### config.mk
export PLATFORM = sky130hd
export DESIGN_NAME = mem_burst_ctrl
export DESIGN_NICKNAME = d
export VERILOG_FILES = /design/src/rtl/mem_burst_pkg.sv /design/src/rtl/mem_array.sv /design/src/rtl/mem_burst_ctrl.sv
export SDC_FILE = /design/constraint.sdc
export NUM_CORES = 1
export LEC_CHECK = 0
export CORE_ASPECT_RATIO = 1.25
export CORE_UTILIZATION = 50
export DETAILED_ROUTE_END_ITERATION = 10
export HOLD_SLACK_MARGIN = 0.05
export PLACE_DENSITY = 0.69
export SLEW_MARGIN = 20
export SYNTH_ARGS = -nofsm -noshare
export SYNTH_HDL_FRONTEND = slang
export SYNTH_SLANG_ARGS = --single-unit
### constraint.sdc
create_clock -name clk -period 2.6 [get_ports clk]
set_input_delay 0.52 -clock clk [delete_from_list [all_inputs] [get_ports clk]]
set_output_delay 0.52 -clock clk [all_outputs]
set_load 0.05 [all_outputs]
### src/rtl/mem_burst_pkg.sv
// Shared types and constants for the burst sequencer around the small register-file memory.
package mem_burst_pkg;

   localparam int DW_DEF = 8;
   localparam int AW_DEF = 4;

   localparam logic CMD_READ  = 1'b0;
   localparam logic CMD_WRITE = 1'b1;

   typedef enum logic [1:0] {
      IDLE  = 2'd0,
      WRITE = 2'd1,
      READ  = 2'd2
   } state_t;

endpackage

### src/rtl/mem_array.sv
// 2**AW x DW storage: synchronous write port, asynchronous read port, no reset on contents.
module mem_array #(
   parameter int DW = 8,
   parameter int AW = 4
) (
   input  logic          clk,
   input  logic          we,
   input  logic [AW-1:0] waddr,
   input  logic [DW-1:0] wdata,
   input  logic [AW-1:0] raddr,
   output logic [DW-1:0] rdata
);

   logic [DW-1:0] mem [0:(1<<AW)-1];

   always_ff @(posedge clk) begin
      if (we) mem[waddr] <= wdata;
   end

   assign rdata = mem[raddr];

endmodule

### src/rtl/mem_burst_ctrl.sv
// Burst sequencer: one read/write command at a time, streams beats to/from mem_array.
// Optional BURST_CHECKSUM_EN builds an XOR accumulator of burst data on chk.
//
// state | meaning
// IDLE  | waiting for a command, cmd_ready high
// WRITE | accepting write beats, wr_ready high
// READ  | presenting registered read beats until the last handshake
import mem_burst_pkg::*;

module mem_burst_ctrl #(
   parameter int DW = DW_DEF,
   parameter int AW = AW_DEF
) (
   input  logic          clk,
   input  logic          rst,
   input  logic          cmd_valid,
   output logic          cmd_ready,
   input  logic          cmd_write,
   input  logic [AW-1:0] cmd_addr,
   input  logic [AW-1:0] cmd_len,
   input  logic          wr_valid,
   output logic          wr_ready,
   input  logic [DW-1:0] wr_data,
   output logic          rd_valid,
   input  logic          rd_ready,
   output logic [DW-1:0] rd_data,
   output logic          done,
   output logic [DW-1:0] chk
);

   state_t        state, state_nxt;
   logic [AW-1:0] addr, cnt, addr_inc, raddr;
   logic [DW-1:0] mem_rdata;
   logic          cmd_acc, beat, last, mem_we;

   mem_array #(.DW(DW), .AW(AW)) u_mem (
      .clk   (clk),
      .we    (mem_we),
      .waddr (addr),
      .wdata (wr_data),
      .raddr (raddr),
      .rdata (mem_rdata)
   );

   assign addr_inc  = addr + 1'b1;
   // Look ahead one word so rd_data can be loaded on the same edge a beat completes
   assign raddr     = (state == IDLE) ? cmd_addr : addr_inc;
   assign cmd_ready = (state == IDLE);
   assign wr_ready  = (state == WRITE);

   always_ff @(posedge clk) begin
      if (rst) state <= IDLE;
      else     state <= state_nxt;
   end

   always_comb begin
      state_nxt = state;
      cmd_acc   = 1'b0;
      beat      = 1'b0;
      mem_we    = 1'b0;
      last      = 1'b0;
      case (state)
         IDLE: begin
            if (cmd_valid) begin
               cmd_acc   = 1'b1;
               state_nxt = (cmd_write == CMD_WRITE) ? WRITE : READ;
            end
         end
         WRITE: begin
            beat   = wr_valid;
            mem_we = wr_valid;
         end
         READ: begin
            beat = rd_valid && rd_ready;
         end
         default: state_nxt = IDLE;
      endcase
      last = beat && (cnt == '0);
      if (last) state_nxt = IDLE;
   end

   always_ff @(posedge clk) begin
      if (rst) begin
         addr     <= '0;
         cnt      <= '0;
         rd_valid <= 1'b0;
         rd_data  <= '0;
         done     <= 1'b0;
      end else begin
         done <= last;
         if (cmd_acc) begin
            addr <= cmd_addr;
            cnt  <= cmd_len;
            if (cmd_write == CMD_READ) begin
               rd_valid <= 1'b1;
               rd_data  <= mem_rdata;
            end
         end else if (beat) begin
            addr <= addr_inc;
            cnt  <= cnt - 1'b1;
            if (state == READ) begin
               if (last) rd_valid <= 1'b0;
               else      rd_data  <= mem_rdata;
            end
         end
      end
   end

`ifdef BURST_CHECKSUM_EN
   logic [DW-1:0] beat_data;
   logic [DW-1:0] chk_q;

   assign beat_data = (state == WRITE) ? wr_data : rd_data;

   always_ff @(posedge clk) begin
      if (rst)          chk_q <= '0;
      else if (cmd_acc) chk_q <= '0;
      else if (beat)    chk_q <= chk_q ^ beat_data;
   end

   assign chk = chk_q;
`else
   assign chk = '0;
`endif

endmodule

* After elaboration in Yosys (flattened, before gate mapping)
Memories as Yosys holds them, arrays and structs flattened.
Cells that the tools add are included.
** Word-level totals
- Logic and storage cells :: 51
- Output and inout bits :: 20
- Memories kept :: 1
- Register bits after elaboration :: 20
- Bits in writable memories :: 128
- Bits of input ports :: 22
** Memory list
- u_mem.mem :: depth 16, width 8, read ports 1, clocked after memory_dff 0, wr ports 1, line mem_array.sv:14 : logic [DW-1:0] mem [0:(1<<AW)-1];
** Cells by class
- Reduce and logical (&&, ||, !) cells :: 12
- Eq/ne operators :: 5
- Bitwise gates (word level) :: 1
- $add $sub $neg :: 2
- Mux-type cells :: 24
** Operator list (count)
- $mux 8 :: 5
- $mux 4 :: 5
- $mux 1 :: 10
- $reduce_and 4->1 :: 2
- $ne 2x2->1 const B :: 3
- $reduce_bool 2->1 :: 3
- $add 4x1->4 const B :: 1
- $logic_not 4->1 :: 1
- $mux 2 :: 2
- $pmux 2 s2 :: 1
- $reduce_or 2->1 :: 2
- $sub 4x1->4 const B :: 1
- $eq 2x1->1 const B :: 1
- $eq 2x2->1 const B :: 1
- $logic_and 1x1->1 :: 2
- $logic_not 2->1 :: 1
- $pmux 1 s2 :: 1
- $reduce_and 2->1 :: 1
- $not 1->1 :: 1

* Logic depth before layout (Yosys ltp)
Gate-level depths: netlist of the first run.
- Depth in word-level cells :: 7
- Mapped depth :: 11

* Hierarchy
Synthesis of the first run repeated with hierarchy kept, for this count alone.
** Second synthesis, totals
- Cell total of the unflattened synthesis :: 359
- Area total of the unflattened synthesis :: 6198.4 um^2
** By module, submodules not included
- mem_array :: times used 1, area each 4987.3 um^2, cells each 221, sequential area each 3843.7 um^2
- mem_burst_ctrl :: times used 1, area each 1211.2 um^2, cells each 138, sequential area each 400.4 um^2

* Worst setup path after synthesis of the first run
Ideal clock, no wire load.
- Kind :: register to register
- From :: reg state[0]
- To :: reg rd_data[0]
- Data required time :: 2483 ps
- Setup slack :: 289 ps
- Period minus slack after synthesis :: 2311 ps
- Library setup time :: 117 ps
- Data arrival time :: 2194 ps
- Buffers on the path :: 3
- Stages on the path, launching flop included :: 11
- Cell sequence :: dfxtp_1 > inv_1 > ha_1 > buf_4 > a21oi_2 > buf_6 > buf_6 > mux2_2 > o211ai_1 > nand4_1 > a22o_1
** Between the ends
- Longest elaborated chain between the ends :: 7
- Elaborated cells between the ends (all ways) :: 18
- Those cells by class :: 4 x eq/ne; 8 x mux; 5 x reduce/logical; 1 x memory
** RTL lines
- from (decl) :: line mem_burst_ctrl.sv:31 : state_t state, state_nxt;
- from (signal assigned) :: line mem_burst_ctrl.sv:53 : else state <= state_nxt;
- $logic_not 2->1 *
- via cmd_ready :: line mem_burst_ctrl.sv:17 : output logic cmd_ready,
- $mux 4 :: line mem_burst_ctrl.sv:47 : assign raddr = (state == IDLE) ? cmd_addr : addr_inc;
- $mem_v2 16x8
- $mux 8 :: line mem_burst_ctrl.sv:102 : if (last) rd_valid <= 1'b0;
- $mux 8 :: line mem_burst_ctrl.sv:101 : if (state == READ) begin
- $mux 8 :: line mem_burst_ctrl.sv:98 : end else if (beat) begin
- $mux 8 :: line mem_burst_ctrl.sv:91 : if (cmd_acc) begin
- to (signal assigned) :: line mem_burst_ctrl.sv:96 : rd_data <= mem_rdata;
- to (signal assigned) :: line mem_burst_ctrl.sv:103 : else rd_data <= mem_rdata;
- to (decl) :: line mem_burst_ctrl.sv:26 : output logic [DW-1:0] rd_data,
Mark *: on every way through the listed nets, which the timed path passes. The rest lies on a longest branch. The select of a mux whose other input is x is not followed.
A chain may end at the register's enable or synchronous reset.

* Final worst setup path of the first run
- From :: reg state[1]
- To :: out wr_ready
** Between the ends
- Longest elaborated chain between the ends :: 1
** RTL lines
- $eq 2x1->1 :: line mem_burst_ctrl.sv:49 : assign wr_ready = (state == WRITE);
- to (decl) :: line mem_burst_ctrl.sv:22 : output logic wr_ready,
No other way between the ends.

==> impl_metrics.json, run 1 <==
{
  "grt_use_total_pct": 21.2,
  "critPathArrivalTime_ps": 1940,
  "die_w_um": 102,
  "synth_seq_area_share_pct": 67.9,
  "critPathMaxStageDelay_ps": 850,
  "io_pins": 42,
  "netlist.area_leader.share_pct": 61.5,
  "root_buffer": "clkbuf_16",
  "place_worst_setup_slack_ps": -136,
  "synth_cells": 427,
  "wl_per_cell_um": 19.0,
  "globalRoute.totalOverflow": 0,
  "timing_worst_slew_pin_value_ps": 802,
  "drive_above_1_share_pct": 15.8,
  "critical-path-top-delay-family": "buffers and inverters",
  "path_buf_inv": 2,
  "wl_um": 12700,
  "num-fill-cells": 950,
  "hold_depth": 1,
  "reg2reg_depth": 8,
  "ant_nets": 0,
  "peakVddDrop_v": 0.000458,
  "crit_chain": "inv_1, ha_1, clkdlybuf4s50_1",
  "drc_errors": 0,
  "nets": 523,
  "outcome": "finished, final reports clean",
  "fmax_mhz": 406,
  "drtIter0Drc": 219,
  "fin_crit_sh_pct": 94.7,
  "grt_max_degree": 42,
  "synth_edf_count": 128,
  "avgSynthCellArea_um2": 14.6,
  "leakagePower_nw": 2.67,
  "cp_max_fo": 6,
  "numCtsBuffers": 17,
  "numPlacedInstances": 634,
  "hold_viol_final": 0,
  "first_global_vias": 3639,
  "layout_min_cycle_time_ps": 2460,
  "grt_pass1_wl_um": 19400,
  "dpl_cell_area_um2": 6910,
  "vias_per_cell": 5.46,
  "fin_ws_ps": 138,
  "dieArea_um2": 12900,
  "final_area_um2": 7570,
  "rows": 45,
  "die_h_um": 127,
  "synth_ff_type": "edfxtp_1",
  "path_clk_slew_ps": 60,
  "total_power_mw": 6.00,
  "syn_to_final_growth_pct": 21.1,
  "finalSetupViolations": 0,
  "p_per_area_nw_per_um2": 793,
  "gp_congestion": 0.770,
  "slew_headroom_pct": 46.3,
  "clockBufferDepth": 2,
  "syn_area_um2": 6250,
  "yosysMostFrequentCell": "edfxtp_1",
  "core_area_um2": 12200,
  "fin_skew_ps": 10.3,
  "insertion_delay_ps": 420,
  "drv_slew": 0,
  "cap_violations": 0,
  "io_buffers": 33,
  "antenna_found_initial": 0,
  "synthTopCellsByArea": "edfxtp_1, dfxtp_1, mux2i_1, o211ai_1, mux2_1",
  "cp-end-kind": "primary output",
  "synth_top_area_cell": "edfxtp_1",
  "yosysWarnings": 0,
  "final_core_util_pct": 62.2,
  "ys_types": 36,
  "synthArstFlopShare_pct": 0,
  "path_depth": 3,
  "instances_no_fill": 669,
  "dr.pass1.iters": 4,
  "rsz0062_at_grt": "false",
  "slowest_stage": "clkdlybuf4s50_1",
  "start_util_pct": 51.4,
  "cp.required_ps": 2080,
  "synthTopCellsByCount": "edfxtp_1, nand2_1, mux2i_1, o211ai_1, nor2_1",
  "clkSinkCount": 148,
  "timing.critical_path.from_type": "register",
  "cts_tree": "done",
  "n_antenna_cell": 0,
  "num_vias": 3650,
  "htree_levels": 4,
  "min_path_type": "register to register",
  "path_class": "register to primary output",
  "synth_seq_cells": 148,
  "hpwlAfterDp_um": 8420
}
## final cells by class
type	instances	area, um2	area share, %
sequential	148	4240	56.1
multi-input combinational	251	1830	24.1
timing repair buffer	67	651	8.60
clock buffer	18	429	5.67
tap	164	205	2.71
clock inverter	14	184	2.43
inverter	7	26.3	0.347
## routing by layer
layer  GRT usage, %  routed length (um)  up-vias
met4           7.56                 172        0
li1               -                   -     1729
met5              0                   0        -
met1           25.5                5110     1810
met2           36.5                6830      100
met3           5.29                 571       11
## per-stage QoR
| step | hold slack [ps] | setup TNS (ps) |
|---|---|---|
| after CTS | 482 | 0 |
| after global routing | 502 | 0 |
| final | 479 | 0 |
| after global placement | 467 | -266 |
| after detailed placement | 469 | -252 |
| after floorplan | 483 | 0 |
## state kept, by name (all words and copies together), names as in the netlist
register and count:
addr 4, u_mem.mem 128, rd_data 8, state 2, done 1, rd_valid 1, cnt 4
## cells by family after synthesis
logic type                 share of synthesized area (%)
DFF                                                 67.9
and+or+nand+nor                                     6.77
muxes                                               11.7
AOI/OAI and AO/OA                                   7.11
buffers and inverters                               3.51
adders and majority gates                           1.80
xor gates and xnor gates                            1.12
other                                             0.0600
## cell usage in the layout, fill, tap and decap left out, drive strengths merged, types with 6 or more instances in the layout
cell	Yosys	final
nand3	7	7
nand4	8	8
o211ai	31	31
a22o	8	8
clkdlybuf4s50	0	32
edfxtp	128	128
a211oi	7	7
conb	1	8
nor3	6	6
nor2	30	30
inv	7	9
mux2	31	31
clkbuf	3	19
buf	25	34
nand2	40	40
clkinv	0	6
mux2i	38	38
ha	9	9
dfxtp	20	20
## power breakdown
group          total (mW)  leakage (nW)  internal (mW)  switching, mW
logic               0.844          1.05          0.354          0.489
registers            2.65          1.31           2.62         0.0330
clock network        2.51         0.296           1.60          0.907
total                6.00          2.67           4.57           1.43
## repair_timing
item                                    CTS  global route
resized for setup                         0             1
setup buffers                             0             2
hold buffers                              0             0
endpoints found under the setup margin    0             8
## final timing paths
path / start / to / slack [ps]
setup / recovery: state[1] / wr_ready / 140
hold / removal: rd_data[1] / rd_data[1] / 480
setup reg to reg: state[0] / rd_data[3] / 200
hold reg to reg: rd_data[1] / rd_data[1] / 480
No activity file was read; power rests on OpenSTA's default activity.
==> run 2, diff against run 1 <==
MAX_ROUTING_LAYER = met4   (was not set)
==> run 2 against run 1 <==
Non-clock buffer count did not move. Critical path depth did not move. Register-to-register slack barely moved. Cell count did not move. Combinational power barely moved. Cell area did not move. Sequential power barely moved. Utilization did not move. Critical path type unchanged. Critical endpoint unchanged. Largest cell class unchanged.
==> impl_metrics.json, run 2 (synthesized netlist as in run 1, its figures left out) <==
{
  "grt_use_total_pct": 21.7,
  "leakagePower_nw": 2.67,
  "insertion_delay_ps": 420,
  "grt_pass1_wl_um": 19400,
  "instances_no_fill": 669,
  "antenna_found_initial": 0,
  "regMostFlops": "u_mem.mem",
  "die_w_um": 102,
  "register_area_um2": 4240,
  "reg2reg_depth": 8,
  "slew_headroom_pct": 44.9,
  "nets": 523,
  "crit_start": "state[1]",
  "wl_per_cell_um": 18.9,
  "start_util_pct": 51.4,
  "ant_nets": 0,
  "outcome": "finished, final reports clean",
  "rsz0062_at_grt": "false",
  "critPathArrivalTime_ps": 1960,
  "p_per_area_nw_per_um2": 793,
  "hpwlAfterDp_um": 8420,
  "holdWs_ps": 478,
  "drtIter0Drc": 214,
  "timing.critical_path.from_type": "register",
  "clockBufferDepth": 2,
  "gp_congestion": 0.780,
  "fin_setup_tns_ps": 0,
  "dr.pass1.iters": 4,
  "n_antenna_cell": 0,
  "num_vias": 3659,
  "slowest_stage": "clkdlybuf4s50_1",
  "path_clk_slew_ps": 60,
  "critPathMaxStageDelay_ps": 850,
  "root_buffer": "clkbuf_16",
  "numPlacedInstances": 634,
  "grt_max_degree": 42,
  "hold_viol_final": 0,
  "fin_ws_ps": 124,
  "numCtsBuffers": 17,
  "cp_max_fo": 6,
  "cp-end-kind": "primary output",
  "fin_crit_sh_pct": 95.2,
  "wl_um": 12700,
  "drv_slew": 0,
  "htree_levels": 4,
  "layout_min_cycle_time_ps": 2480,
  "num-fill-cells": 950,
  "mostFrequentLayoutCell": "edfxtp_1",
  "globalRoute.totalOverflow": 0,
  "clkSinkCount": 148,
  "cap_violations": 0,
  "endpoint": "wr_ready",
  "r2r_slack_ps": 190,
  "most-common-layout-cells": "edfxtp_1, nand2_1, mux2i_1, clkdlybuf4s50_1, o211ai_1",
  "drive_above_1_share_pct": 15.8,
  "final_core_util_pct": 62.2,
  "multi_input_area_um2": 1830,
  "io_pins": 42,
  "largest_reg_flops": 128,
  "crit-reg2reg-capture": "rd_data[3]",
  "top_regs": "u_mem.mem: 128 flops, rd_data: 8 flops",
  "cp.required_ps": 2080,
  "core_area_um2": 12200,
  "final_area_um2": 7570,
  "die_h_um": 127,
  "timing_worst_slew_pin_value_ps": 823,
  "drc_errors": 0,
  "timing.rr.start": "state[0]",
  "min_path_type": "register to register",
  "io_buffers": 33,
  "place_worst_setup_slack_ps": -136,
  "dieArea_um2": 12900,
  "rows": 45,
  "syn_to_final_growth_pct": 21.1,
  "vias_per_cell": 5.47,
  "finalSetupViolations": 0,
  "fin_skew_ps": 7.63,
  "dpl_cell_area_um2": 6910,
  "fmax_mhz": 404,
  "first_global_vias": 3623,
  "cts_tree": "done",
  "path_class": "register to primary output",
  "peakVddDrop_v": 0.000458,
  "total_power_mw": 6.00,
  "hold_buffers": 0,
  "crit_chain": "inv_1, ha_1, clkdlybuf4s50_1"
}
## run 2: cell counts in the layout (fill, tap and decap cells not counted)
No cell type changed its count.
## run 2: timing repair
action | CTS | global route
buffers inserted | 0 | 2
endpoints found under the setup margin | 0 | 8
endpoints found under the hold margin | 0 | 0
gates resized for setup | 0 | 1
## run 2: power breakdown
part           internal (mW)  switching (mW)  total, mW
clock                   1.60           0.910       2.51
sequential              2.62          0.0331       2.65
combinational          0.354           0.488      0.843
total                   4.57            1.43       6.00
## run 2: routing by layer
layer / wire (um) / up-vias / GRT usage, % / share of wire [%]
li1: - / 1726 / - / -
met1: 4990 / 1815 / 25.3 / 39
met2: 6830 / 105 / 36.7 / 54
met3: 643 / 13 / 4.79 / 5.1
met4: 193 / 0 / 7.82 / 1.5
met5: 0 / - / - / 0
## run 2: layout make-up
type                            count  area share (%)
Clock buffer                       18            5.67
Sequential cell                   148            56.1
Multi-Input combinational cell    251            24.1
Inverter                            7           0.347
Tap cell                          164            2.71
Clock inverter                     14            2.43
Timing Repair Buffer               67            8.60
## run 2: how the worst min path moves through the flow
stage	to	slack, ps	start	depth (start not counted)
2_1_floorplan	state[1]	480	state[1]	2
3_3_place_gp	rd_data[1]	470	rd_data[1]	1
3_5_place_dp	rd_data[1]	470	rd_data[1]	1
4_1_cts	rd_data[1]	480	rd_data[1]	1
5_1_grt	rd_data[2]	500	rd_data[2]	1
6_report	rd_data[2]	480	rd_data[2]	1
## run 2: critical path, delay by kind of cell (launching register included)
family	cells	cell delay (ps)
adders and majority gates	1	280
DFF	1	330
buffers and inverters	2	930
